===== config.mk =====
export PLATFORM = sky130hd
export DESIGN_NAME = instr_fetch
export DESIGN_NICKNAME = d
export VERILOG_FILES = /design/src/rtl/instr_fetch.sv
export SDC_FILE = /design/constraint.sdc
export NUM_CORES = 1
export LEC_CHECK = 0
export ABC_AREA = 1
export CAP_MARGIN = 20
export CORE_MARGIN = 2
export CORE_UTILIZATION = 50
export DETAILED_ROUTE_END_ITERATION = 8
export MAX_ROUTING_LAYER = met4
export PLACE_DENSITY_LB_ADDON = 0.12
export SLEW_MARGIN = 15
export SYNTH_ARGS = -nofsm -noshare
export SYNTH_HDL_FRONTEND = slang
export SYNTH_SLANG_ARGS = --single-unit

===== constraint.sdc =====
create_clock -name clk -period 3.2 [get_ports clk]
set_clock_uncertainty 0.05 [all_clocks]
set_input_delay 0.64 -clock clk [delete_from_list [all_inputs] [get_ports clk]]
set_output_delay 0.64 -clock clk [all_outputs]
set_load 0.01 [all_outputs]

===== src/rtl/instr_fetch.sv =====
// Instruction fetch stage feeding the control unit: loadable instruction memory plus a PC.
// Each word is held on instr for the number of cycles its class needs before the next is issued.
module instr_fetch #(
  parameter int unsigned INSTR_WIDTH = 20,
  parameter int unsigned PC_BITS     = 5
) (
  input  logic                   clk,
  input  logic                   rst,
  input  logic                   load_en,
  input  logic [PC_BITS-1:0]     load_addr,
  input  logic [INSTR_WIDTH-1:0] load_data,
  input  logic                   run,
  output logic [INSTR_WIDTH-1:0] instr,
  output logic [PC_BITS-1:0]     pc,
  output logic                   issue,
  output logic                   busy,
  output logic                   halted
);

  localparam int unsigned DEPTH = 2 ** PC_BITS;
  localparam int unsigned CNT_W = 3;

  typedef enum logic [1:0] {
    ST_IDLE,
    ST_HOLD,
    ST_HALT
  } state_e;

  state_e                 state_q, state_d;
  logic [INSTR_WIDTH-1:0] instr_q, instr_d;
  logic [PC_BITS-1:0]     pc_q, pc_d;
  logic [CNT_W-1:0]       cnt_q, cnt_d;
  logic                   issue_q, issue_d;
  logic                   busy_q, busy_d;
  logic                   halted_q, halted_d;

  logic [INSTR_WIDTH-1:0] mem [DEPTH];
  logic                   mem_we;
  logic [PC_BITS-1:0]     next_addr;
  logic [INSTR_WIDTH-1:0] next_word;
  logic [INSTR_WIDTH-1:0] first_word;

  // Remaining hold count after issue: L-1, where loadR needs 4 cycles, others 3, first word +1.
  function automatic logic [CNT_W-1:0] hold_cnt(input logic [1:0] cls, input logic first);
    logic [CNT_W-1:0] c;
    c = (cls == 2'b10) ? CNT_W'(3) : CNT_W'(2);
    if (first) c = c + CNT_W'(1);
    return c;
  endfunction

  assign next_addr  = pc_q + PC_BITS'(1);
  assign next_word  = mem[next_addr];
  assign first_word = mem[0];

  always_comb begin
    state_d = state_q;
    instr_d = instr_q;
    pc_d    = pc_q;
    cnt_d   = cnt_q;
    issue_d = 1'b0;
    mem_we  = 1'b0;
    case (state_q)
      ST_IDLE: begin
        instr_d = '0;
        if (load_en) begin
          mem_we = 1'b1;
        end else if (run) begin
          pc_d = '0;
          if (first_word[INSTR_WIDTH-1 -: 2] != 2'b00) begin
            state_d = ST_HOLD;
            instr_d = first_word;
            cnt_d   = hold_cnt(first_word[INSTR_WIDTH-1 -: 2], 1'b1);
            issue_d = 1'b1;
          end else begin
            state_d = ST_HALT;
          end
        end
      end
      ST_HOLD: begin
        if (cnt_q != '0) begin
          cnt_d = cnt_q - CNT_W'(1);
        end else if (pc_q == '1) begin
          // End of memory: stop rather than wrap to address 0.
          state_d = ST_HALT;
          instr_d = '0;
        end else if (next_word[INSTR_WIDTH-1 -: 2] == 2'b00) begin
          state_d = ST_HALT;
          pc_d    = next_addr;
          instr_d = '0;
        end else begin
          instr_d = next_word;
          pc_d    = next_addr;
          cnt_d   = hold_cnt(next_word[INSTR_WIDTH-1 -: 2], 1'b0);
          issue_d = 1'b1;
        end
      end
      ST_HALT: begin
        instr_d = '0;
      end
      default: begin
        state_d = ST_IDLE;
        instr_d = '0;
      end
    endcase
    busy_d   = (state_d == ST_HOLD);
    halted_d = (state_d == ST_HALT);
  end

  always_ff @(posedge clk or posedge rst) begin
    if (rst) begin
      state_q  <= ST_IDLE;
      instr_q  <= '0;
      pc_q     <= '0;
      cnt_q    <= '0;
      issue_q  <= 1'b0;
      busy_q   <= 1'b0;
      halted_q <= 1'b0;
    end else begin
      state_q  <= state_d;
      instr_q  <= instr_d;
      pc_q     <= pc_d;
      cnt_q    <= cnt_d;
      issue_q  <= issue_d;
      busy_q   <= busy_d;
      halted_q <= halted_d;
    end
  end

  // Memory survives reset so a program can be re-run without reloading.
  always_ff @(posedge clk) begin
    if (mem_we) mem[load_addr] <= load_data;
  end

  assign instr  = instr_q;
  assign pc     = pc_q;
  assign issue  = issue_q;
  assign busy   = busy_q;
  assign halted = halted_q;

endmodule


Word level (Yosys, flattened, before mapping)
Memories as Yosys holds them, arrays and structs flattened.
Cells that the tools add are included.
W data, S select, Z words.
{"block": "classes", "add_sub_neg": 3, "eq_ne": 14, "mux": 39, "n_reduce_logical": 7}
{"op": "$mux W20", "count": 6}
{"op": "$pmux W20 S2", "count": 1}
{"op": "$mux W5", "count": 4}
{"op": "$mux W3", "count": 6}
{"op": "$mux W1", "count": 12}
{"op": "$mux W2", "count": 6}
{"op": "$ne A2 B2 Y1 const B", "count": 5}
{"op": "$pmux W5 S2", "count": 1}
{"op": "$eq A2 B2 Y1 const B", "count": 4}
{"op": "$ne A3 B3 Y1 const B", "count": 2}
{"op": "$pmux W2 S3", "count": 1}
{"op": "$pmux W3 S2", "count": 1}
{"op": "$reduce_and A6 Y1", "count": 1}
{"op": "$add A5 B1 Y5 const B", "count": 1}
{"op": "$eq A5 B5 Y1 const B", "count": 1}
{"op": "$reduce_and A5 Y1", "count": 1}
{"op": "$eq A2 B1 Y1 const B", "count": 2}
{"op": "$logic_not A2 Y1", "count": 2}
{"op": "$reduce_bool A2 Y1", "count": 2}
{"op": "$add A2 B1 Y3 const B", "count": 1}
{"op": "$reduce_bool A3 Y1", "count": 1}
{"op": "$sub A3 B1 Y3 const B", "count": 1}
{"op": "$pmux W1 S2", "count": 1}
{"block": "totals", "regBits": 33, "ram_bits": 640, "in_bits": 29, "out_inout_bits": 28, "wordCells": 71, "memories": 1}
{"name": "mem", "words": 32, "word_bits": 20, "read_ports": 2, "rd_ports_with_merged_regs": 0, "wr": 1, "line": "37", "text": "logic [INSTR_WIDTH-1:0] mem [DEPTH];"}

Logic depth before layout (Yosys ltp)
An unclocked memory read counts as a cell.
{"block": "logic_depth", "depth_word": 8, "mapped_depth": 16, "mapped_depth_nobuf": 14}

Worst setup path after synthesis
Ideal clock, no wire load.
{"block": "synth_path", "kind": "in2reg", "start": "input port load_en", "end": "memory mem[0][0], enable pin", "arrival_time_ps": 1992, "t_required_ps": 2753, "path_slack_ps": 761, "stages": 4, "path_cell_list": "inv_1 -> nor2_1 -> nand3_1 -> nor2_1"}
{"block": "synth_between", "elab_chain_len": 4}
{"element": "start, declared", "line": "9", "text": "input logic load_en,"}
{"element": "$mux W1", "line": "65", "text": "if (load_en) begin"}
{"element": "$mux W1", "line": "62", "text": "case (state_q)"}
{"element": "$mux W1", "line": "131", "text": "if (mem_we) mem[load_addr] <= load_data;"}
{"element": "$mux W1 (not written as such)", "line": "131"}
{"element": "end, declared", "line": "37"}
No other way between the ends.

Worst setup path after layout
{"block": "layout_path", "start": "register pc_q[0] (netlist: pc[0])", "end": "register instr_q[1] (netlist: instr[1])"}
{"block": "layout_between", "elab_chain_len": 7, "word_cells_on_any_way": 8}
{"element": "start, declared", "line": "31", "text": "logic [PC_BITS-1:0] pc_q, pc_d;"}
{"element": "start signal, assigned", "line": "121", "text": "pc_q <= pc_d;"}
{"element": "$add A5 B1 Y5", "line": "51", "text": "assign next_addr = pc_q + PC_BITS'(1);"}
{"element": "$mem_v2 Z32 W20"}
{"element": "$logic_not A2 Y1", "line": "86", "text": "end else if (next_word[INSTR_WIDTH-1 -: 2] == 2'b00) begin"}
{"element": "$mux W20", "line": "86"}
{"element": "$mux W20 *", "line": "82", "text": "end else if (pc_q == '1) begin"}
{"element": "$mux W20 *", "line": "80", "text": "if (cnt_q != '0) begin"}
{"element": "$pmux W20 S2 *", "line": "62"}
{"element": "end signal, assigned", "line": "120", "text": "instr_q <= instr_d;"}
{"element": "end, declared", "line": "30", "text": "logic [INSTR_WIDTH-1:0] instr_q, instr_d;"}
Mark *: on every way between the ends. The rest lies on a longest branch, timed or not. The select of a mux whose other input is x is not followed.
A chain may end at the register's enable or synchronous reset.

==> metrics <==
VDD IR-drop max=0.794 mV; final hold slack=0.416 ns; Yosys cell types=30; syn_area_per_cell=11.8 um2; Slew headroom=50.6%; Post-CTS Repair Setup Buffers=0; Synth Flop Type=edfxtp_1; DP Worst Slack=0.399 ns; Port Buf Inserts=56; Seq cells post-synth=673; vias post-DR=18,284; total wire length=74,700 um; crit start category=flop; CTS tree=built; initial antenna violation count=1; critical path class=flop to flop; most instantiated cells after synthesis=nand2_1, edfxtp_1, nand3_1; worst setup margin=0.427 ns; outcome=finished clean; die width=239 um; Detailed Place HPWL=41,400 um; minimum clock period=2.77 ns; worst r2r dst=instr[1]; core area=54,900 um2; Ys Warns=0; DRC violations left=0; Post-Syn Nets=2,378; Yosys top cell area share=69.7%; placer's final routability congestion estimate=0.845; most common cell in the netlist=nand2_1; dominant cell type by area after synthesis=edfxtp_1; io pins=57; setup TNS=0 ns; First-pass DRT Iterations=5; Rows=86; Antenna diodes=0; MaxCap Viol Count=0; final hold viol count=0; Worst EP arrival=3.22 ns; FF-to-FF setup slack=0.43 ns; H-tree depth=3; Pwr per Cell Area=916 nW/um2; Pleak=11.4 nW; CTS resizes=0; drt wl/cell=23.4 um; GR Util All Layers=27.5%; Worst Setup EP=instr[1]; Worst Hold Class=primary input to asynchronous set/reset pin; remaining global-route overflow=0; die height=239 um; Worst Path Max Fanout=41; Final setup viols=0; Area Overhead vs Synth=14.4%; cell area after synthesis=27,600 um2; initial cell density of the core=50.3%; Nets=2,465; top cells by area, synth=edfxtp_1, nand3_1, nand2_1; clock-pin slew on the worst setup and hold paths=0.06 ns; worst setup path start=pc[0]; worst path required time=3.64 ns; worst r2r path cells=12; vias in the first global route=17,581; worst reg2reg startpoint=pc[0]; first-pass GRT wire length=112,000 um; Vias per Instance=5.73; CTS root buf=clkbuf_16; clock sink total=673; clock tree buffer depth=3; Clock Latency Late Sink=0.62 ns; sequential share of the synthesized area=72.6%; fin crit share=86.7%; share of post-route cells with drive strength above 1=9.94%; transition time of the tightest slew-check pin=0.741 ns; Gate Count Post-Synth=2,345; Hold-fix buffers, CTS=0; pin count of the biggest net entering global routing=118; Antenna Nets Post-Route=0; Max Fclk=0.361 GHz; Post-synth EDFFs=640; Setup crit end kind=flop; Num CTS Buffers=71; die area=57,100 um2; unrepaired setup endpoints after global routing=false; fin. max-slew vios=0; First DRT Iteration DRCs=1,902; Async S/R FF share, synth=4.90%
-- power breakdown --
| group | switching, W | internal (W) |
|---|---|---|
| Clock | 0.00334 | 0.00428 |
| Combinational | 0.00765 | 0.00361 |
| Sequential | 0.000166 | 0.00988 |
| Total | 0.0112 | 0.0178 |
-- registers in the layout, indices dropped and copies added, names as in the netlist --
signal,count
mem,640
instr,20
pc,5
cnt_q,3
state_q,2
busy,1
halted,1
issue,1
-- layout make-up --
type	instances	area, um2
clock buffers	99	1910
clock inverters	28	204
fillers	4529	23300
inverters	26	110
multi-input cells	1505	6710
flip-flops and latches	673	20000
well taps	704	881
repair buffers	155	1690
-- layer usage --
metal	routed length [um]	track usage, %	share of wire (%)	vias up
met5	0	-	0	-
met4	3070	12.0	4.1	0
met3	5600	3.97	7.5	136
met2	34100	40.7	46	735
met1	32000	38.3	43	8981
li1	-	-	-	8432
-- cell families after synthesis --
kind of cell / after synthesis / synth area share, %
simple gates: 1471 / 23.1
flops: 673 / 72.6
buf+inv: 167 / 3.37
compound gates: 28 / 0.544
fa+ha+maj: 4 / 0.181
xor+xnor: 2 / 0.132
-- critical path: stages (launching register included) --
cell	delay, ns
dfrtp_4	0.54
ha_4	0.34
inv_6	0.20
buf_4	0.52
nand3_1	0.15
nand3_1	0.12
nand3_1	0.15
nand3_1	0.15
nand2_1	0.11
nand3_2	0.10
nand2_1	0.06
nand2_1	0.06
nand2_1	0.05
-- worst min-delay path by stage --
| stage | end | slack [ns] | cells past startpoint |
|---|---|---|---|
| after CTS | instr[8] | 0.41 | 3 |
| after global placement | instr[6] | 0.42 | 2 |
| after floorplan | halted | 0.43 | 1 |
| final | instr[17] | 0.42 | 3 |
| after detailed placement | instr[6] | 0.43 | 2 |
| after global routing | instr[6] | 0.45 | 2 |
-- per-stage QoR --
step           std cells  power, W  utilization (%)  instance area, um2
2_1_floorplan       2345    0.0180                -               27600
3_3_place_gp        3063    0.0214             53.7               29400
3_5_place_dp        3063    0.0214             53.7               29400
4_1_cts             3190    0.0290             57.5               31600
5_1_grt             3190    0.0306             57.5               31600
6_report            3190    0.0289             57.5               31600
-- cell usage in the layout, fill, tap and decap left out, types with 9 or more instances in the layout --
| cell type | synthesis | routed |
|---|---|---|
| buf_12 | 0 | 31 |
| buf_4 | 37 | 68 |
| clkbuf_1 | 9 | 25 |
| clkbuf_16 | 0 | 71 |
| clkdlybuf4s50_1 | 0 | 56 |
| clkinv_1 | 0 | 13 |
| dfrtp_1 | 33 | 32 |
| edfxtp_1 | 640 | 640 |
| inv_1 | 21 | 21 |
| nand2_1 | 789 | 789 |
| nand3_1 | 599 | 599 |
| nand3_2 | 9 | 9 |
| nor2_1 | 63 | 31 |
| nor2_2 | 4 | 36 |
| o21ai_0 | 16 | 16 |
Note: power is estimated with default switching activity, not from simulation.
